[src/rtl/mimc_hash_sequencer.sv]
// Miyaguchi-Preneel MiMC hash sequencer driving one shared cipher core: h_next = E_h(m) + h + m mod PRIME.
// Optional watchdog on the core handshake is compiled in with `define MIMC_SEQ_TIMEOUT_EN.
module mimc_hash_sequencer #(
  parameter int unsigned       N_BITS         = 254,
  parameter logic [N_BITS-1:0] PRIME          = 254'h30644e72e131a029b85045b68181585d2833e84879b9709143e1f593f0000001,
  parameter int unsigned       TIMEOUT_CYCLES = 4096
) (
  input  logic              clk,
  input  logic              rst,
  input  logic [N_BITS-1:0] iv,
  input  logic              msg_valid,
  output logic              msg_ready,
  input  logic [N_BITS-1:0] msg_data,
  input  logic              msg_last,
  output logic              hash_valid,
  input  logic              hash_ready,
  output logic [N_BITS-1:0] hash_out,
  output logic              busy,
  output logic              core_en,
  output logic [N_BITS-1:0] core_in,
  output logic [N_BITS-1:0] core_key,
  input  logic [N_BITS-1:0] core_out,
  input  logic              core_done,
  output logic              error
);

  localparam int unsigned          SUM_W   = N_BITS + 2;
  localparam logic [SUM_W-1:0]     PRIME_W = {2'b00, PRIME};

  typedef enum logic [2:0] {
    S_IDLE,
    S_START,
    S_BUSY,
    S_ACC,
    S_WAIT,
    S_DONE
  } state_e;

  state_e            state_q;
  logic              msg_ready_q;
  logic              hash_valid_q;
  logic              core_en_q;
  logic              busy_q;
  logic              last_q;
  logic [N_BITS-1:0] h_q;
  logic [N_BITS-1:0] m_q;
  logic [N_BITS-1:0] core_out_q;
  logic [N_BITS-1:0] hash_out_q;

  logic              accept;
  logic [SUM_W-1:0]  sum_raw;
  logic [SUM_W-1:0]  sum_one;
  logic [SUM_W-1:0]  sum_two;
  logic [N_BITS-1:0] acc_d;
  logic [1:0]        unused_sum_hi;

  assign accept = msg_valid & msg_ready_q;

  // Operands are each < PRIME, so the sum is below 3*PRIME and two conditional subtractions suffice.
  always_comb begin
    sum_raw = {2'b00, core_out_q} + {2'b00, h_q} + {2'b00, m_q};
    sum_one = (sum_raw >= PRIME_W) ? sum_raw - PRIME_W : sum_raw;
    sum_two = (sum_one >= PRIME_W) ? sum_one - PRIME_W : sum_one;
    acc_d   = sum_two[N_BITS-1:0];
  end

  assign unused_sum_hi = sum_two[SUM_W-1:N_BITS];

`ifdef MIMC_SEQ_TIMEOUT_EN
  localparam int unsigned      TMO_W    = $clog2(TIMEOUT_CYCLES + 1);
  localparam logic [TMO_W-1:0] TMO_LAST = TMO_W'(TIMEOUT_CYCLES - 1);

  logic [TMO_W-1:0] tmo_cnt_q;
  logic             error_q;

  assign error = error_q;
`else
  logic unused_timeout_cfg;

  assign unused_timeout_cfg = (TIMEOUT_CYCLES == 0);
  assign error              = 1'b0;
`endif

  // NOTE: every register here is updated with non-blocking assignments so all branches see pre-edge values.
  always_ff @(posedge clk or posedge rst) begin
    if (rst) begin
      state_q      <= S_IDLE;
      msg_ready_q  <= 1'b0;
      hash_valid_q <= 1'b0;
      core_en_q    <= 1'b0;
      busy_q       <= 1'b0;
      last_q       <= 1'b0;
      h_q          <= '0;
      m_q          <= '0;
      core_out_q   <= '0;
      hash_out_q   <= '0;
`ifdef MIMC_SEQ_TIMEOUT_EN
      tmo_cnt_q    <= '0;
      error_q      <= 1'b0;
`endif
    end else begin
      core_en_q <= 1'b0;
      unique case (state_q)
        S_IDLE: begin
          if (accept) begin
            h_q         <= iv;
            m_q         <= msg_data;
            last_q      <= msg_last;
            msg_ready_q <= 1'b0;
            core_en_q   <= 1'b1;
            busy_q      <= 1'b1;
            state_q     <= S_START;
`ifdef MIMC_SEQ_TIMEOUT_EN
            error_q     <= 1'b0;
`endif
          end else begin
            msg_ready_q <= 1'b1;
          end
        end
        S_START: begin
          state_q <= S_BUSY;
`ifdef MIMC_SEQ_TIMEOUT_EN
          tmo_cnt_q <= '0;
`endif
        end
        S_BUSY: begin
          if (core_done) begin
            core_out_q <= core_out;
            state_q    <= S_ACC;
          end
`ifdef MIMC_SEQ_TIMEOUT_EN
          else if (tmo_cnt_q == TMO_LAST) begin
            error_q     <= 1'b1;
            busy_q      <= 1'b0;
            msg_ready_q <= 1'b1;
            state_q     <= S_IDLE;
          end else begin
            tmo_cnt_q <= tmo_cnt_q + TMO_W'(1);
          end
`endif
        end
        S_ACC: begin
          h_q <= acc_d;
          if (last_q) begin
            hash_out_q   <= acc_d;
            hash_valid_q <= 1'b1;
            state_q      <= S_DONE;
          end else begin
            msg_ready_q <= 1'b1;
            state_q     <= S_WAIT;
          end
        end
        S_WAIT: begin
          if (accept) begin
            m_q         <= msg_data;
            last_q      <= msg_last;
            msg_ready_q <= 1'b0;
            core_en_q   <= 1'b1;
            state_q     <= S_START;
          end
        end
        S_DONE: begin
          if (hash_ready) begin
            hash_valid_q <= 1'b0;
            msg_ready_q  <= 1'b1;
            busy_q       <= 1'b0;
            state_q      <= S_IDLE;
          end
        end
        default: begin
          msg_ready_q  <= 1'b0;
          hash_valid_q <= 1'b0;
          busy_q       <= 1'b0;
          state_q      <= S_IDLE;
        end
      endcase
    end
  end

  assign msg_ready  = msg_ready_q;
  assign hash_valid = hash_valid_q;
  assign hash_out   = hash_out_q;
  assign busy       = busy_q;
  assign core_en    = core_en_q;
  assign core_in    = m_q;
  assign core_key   = h_q;

endmodule

[config.mk]
export PLATFORM = sky130hd
export DESIGN_NAME = mimc_hash_sequencer
export DESIGN_NICKNAME = d
export VERILOG_FILES = /design/src/rtl/mimc_hash_sequencer.sv
export SDC_FILE = /design/constraint.sdc
export NUM_CORES = 2
export LEC_CHECK = 0
export CAP_MARGIN = 5
export CORE_AREA = 2 2 591 593
export CTS_CLUSTER_SIZE = 10
export DETAILED_ROUTE_END_ITERATION = 6
export DIE_AREA = 0 0 593 595
export PLACE_DENSITY = 0.61
export SYNTH_ARGS = -nofsm -noshare
export SYNTH_HDL_FRONTEND = slang
export SYNTH_SLANG_ARGS = --single-unit
[constraint.sdc]
create_clock -name clk -period 33.9 [get_ports clk]
set_input_delay 5.085 -clock clk [delete_from_list [all_inputs] [get_ports clk]]
set_output_delay 5.085 -clock clk [all_outputs]
set_load 0.05 [all_outputs]
==> reports/results.tsv <==
metric	value	unit
status	finished, violations left	
failing checks	max-capacitance violations, max-slew violations	
H-tree depth	4	
final setup fails	0	
Fin. Hold Viols	0	
placed cell count	18736	
first-pass GRT wire length	950200	microns
Max Fclk	56.90	MHz
flops & latches, synth	1024	
DRT iter0 DRCs	15526	
reg2reg end	hash_out[241]$_DFFE_PP0P_	
R2R Setup Slk	16.33	ns
Worst Path Arrival	18.30	ns
worst slew pin tran	1.570	ns
Post-Route WL	703700	microns
Core Region	347300	sq um
multi-input logic area	71870	sq um
Lkg Pwr	49.35	nW
CP Max Fanout	45	
CP most frequent cell	a21oi_1	
Seq/Total Area, Yosys	25.41	%
Die Wd	593	microns
largest net degree at the start of global routing	144	
Clk Tree Root Cell	clkbuf_16	
I/O Buffers	1533	
cell count after synthesis	12923	
Max VDD drop	0.03011	mV
slew margin rel.	-4.673	%
syn_nets	14203	
Starting Density	29.03	%
CTS tree	yes	
setup tns final	0	ns
row count	217	
DR WL/cell	37.06	microns
GP Congestion	1.140	
hpwl dp	595700	microns
period utilisation layout	51.84	%
min-delay src	hash_out[234]$_DFFE_PP0P_	
Top FF cell, synth	dfrtp_1	
Setup Buffers After CTS	0	
Final nets	15556	
total of max-cap violations	5	
max-slew violation count	20	
total gr overflow	0	
layout cell share with drive strength beyond 1	9.840	%
Area after DPL	121700	sq um
crit path from	core_in[168]$_DFFE_PP0P_	
setup ws final	16.33	ns
# hold bufs at CTS	0	
vias per std cell	6.175	
Detailed Routing Iterations Pass 1	7	
vias in the first global route	110778	
DRT antenna net count	0	
Layout area overhead	24.80	%
Final Critical Period	17.57	ns
Post-synth EDFFs	0	
P per Cell Area	45.41	nW/um^2
IO Count	1535	
Num CTS Buffers	135	
CTS Sinks	1024	
CP Class	reg2reg	
CTS resizes	0	
hold endpoint	hash_out[234]$_DFFE_PP0P_	
Syn Std Cell Area	100800	sq um
crit-path max cell delay	1.09	ns
Crit. End Element	flip-flop	
clock tree buffer depth	4	
total power	5.713	mW
Hold Crit Depth	2	
final core occ	36.23	%
clock transition at the registers of the reported paths	0.06	ns
via count	117240	
Yosys warnings	0	
required time of the critical path	34.63	ns
Worst Hold Class	reg2reg	
initial antenna violation count	77	
Critical R2R Launch	core_in[168]$_DFFE_PP0P_	
Seq. cell area	25620	sq um
Layout fillers	37007	
clock latency on the worst-skew pair	0.89	ns
Die H	595	microns
reg2reg path depth	39	
DRC violations left	0	
Syn Area/Cell	7.802	sq um
Clock Skew	0.04921	ns
Post-Place Setup Slack	17.29	ns
cell area after layout	125800	sq um
Setup crit start kind	flip-flop	
slowest CP cell	nor4_1	
non-filler cells, final	18987	
Synth cell types	155	
setup repair after global routing missed its margin	no	
fraction of registers with async set/reset	100.0	%
Die Footprint	352800	sq um
Hold WS	0.4731	ns
GRT Overall Usage	38.29	%
==> per-layer routing <==
layer / part of all wire (%) / track usage, % / vias to the layer above
li1: - / - / 49956
met1: 41 / 49.81 / 58782
met5: 0.037 / 0.2463 / -
met2: 42 / 56.48 / 7186
met4: 6.5 / 21.20 / 24
met3: 11 / 11.14 / 1292
==> layout by cell type, fill, tap and decap left out, types with 135 or more instances in the layout <==
| master | n |
|---|---|
| inv_1 | 189 |
| xnor2_1 | 464 |
| ha_1 | 257 |
| nand3_1 | 339 |
| fa_1 | 255 |
| o21ai_1 | 173 |
| a31oi_1 | 181 |
| dfrtp_1 | 1024 |
| nor4_1 | 152 |
| nor2_1 | 1078 |
| xor2_1 | 233 |
| clkdlybuf4s50_1 | 1533 |
| a21o_1 | 137 |
| buf_4 | 306 |
| a21oi_1 | 915 |
| o21ai_0 | 1050 |
| nor3_1 | 352 |
| nand2_1 | 2345 |
| nand4_1 | 284 |
| clkbuf_16 | 135 |
| mux2_2 | 528 |
==> synth_stat cells (52+ instances only) <==
library cell | instances | area, sq um
buf_2 | 221 | 1106
nor2_1 | 1079 | 4050
and4_1 | 69 | 604.3
fa_1 | 255 | 5105
a211oi_1 | 85 | 638.1
ha_1 | 257 | 3216
or3_1 | 112 | 700.7
o21a_1 | 97 | 728.2
dfrtp_1 | 1024 | 25620
nor2b_1 | 72 | 450.4
a21o_1 | 137 | 1028
nand2_1 | 2347 | 8810
o21ai_1 | 170 | 850.8
and2_1 | 126 | 788.3
nand4_1 | 284 | 1777
a21oi_1 | 918 | 4594
xnor2_1 | 466 | 4081
inv_1 | 190 | 713.2
nor4_1 | 163 | 1020
a31oi_1 | 183 | 1145
nor3_1 | 357 | 1787
or2_2 | 78 | 488.0
o31ai_1 | 91 | 683.2
xor2_1 | 233 | 2041
mux2i_1 | 52 | 520.5
nand2b_1 | 74 | 462.9
and3_1 | 126 | 788.3
o211ai_1 | 93 | 698.2
mux2_2 | 528 | 5946
nand3_1 | 340 | 1702
o21ai_0 | 1055 | 5280
clkbuf_1 | 326 | 1224
o21bai_1 | 82 | 615.6
==> layout make-up <==
type,count,area share (%)
Tap cell,4599,4.573
Multi-Input combinational cell,11077,57.12
Antenna cell,49,0.09745
Inverter,193,0.5787
Clock inverter,24,0.2556
Timing Repair Buffer,1845,14.11
Sequential cell,1024,20.36
Clock buffer,176,2.903
==> state kept, by name, summed over array words and instances (netlist names) <==
signal      flops
core_in       254
core_key      254
core_out_q    254
hash_out      254
state_q         3
busy            1
core_en         1
hash_valid      1
last_q          1
msg_ready       1
==> cells by family (layout without fill, tap and decap cells) <==
group	count (synthesis)	count (layout)	share of synthesized area (%)
simple gates	5549	5549	26.20
compound gates	3715	3715	23.69
flops	1024	1024	25.41
buf+inv	822	2238	3.612
xor+xnor	719	719	6.395
mux	581	581	6.424
fa+ha+maj	512	512	8.252
other cells	1	50	0.003719
==> power breakdown <==
| group | total, mW | leakage [nW] | internal (mW) | switching [mW] |
|---|---|---|---|---|
| Clock | 1.39 | 1.94 | 0.786 | 0.599 |
| Sequential | 1.25 | 12.7 | 1.24 | 0.0128 |
| Combinational | 3.08 | 34.7 | 0.812 | 2.27 |
==> worst max-delay path, delay by kind of cell, from the launching register on <==
kind / cells / cell delay (ns)
AND/OR/NAND/NOR: 9 / 4.05
AO/OA/AOI/OAI: 22 / 8.28
flip-flops: 1 / 0.41
XOR/XNOR: 3 / 1.82
adder cells (fa/ha/maj): 2 / 1.33
buffers and inverters: 3 / 1.40
==> how the worst max path moves through the flow <==
stage | end
after global routing | core_key[24]$_DFFE_PP0P_
after global placement | hash_out[24]$_DFFE_PP0P_
after CTS | core_key[24]$_DFFE_PP0P_
after floorplan | busy$_DFFE_PP0P_
after detailed placement | core_key[24]$_DFFE_PP0P_
final | hash_out[241]$_DFFE_PP0P_
Note: power is estimated with default switching activity, not from simulation.
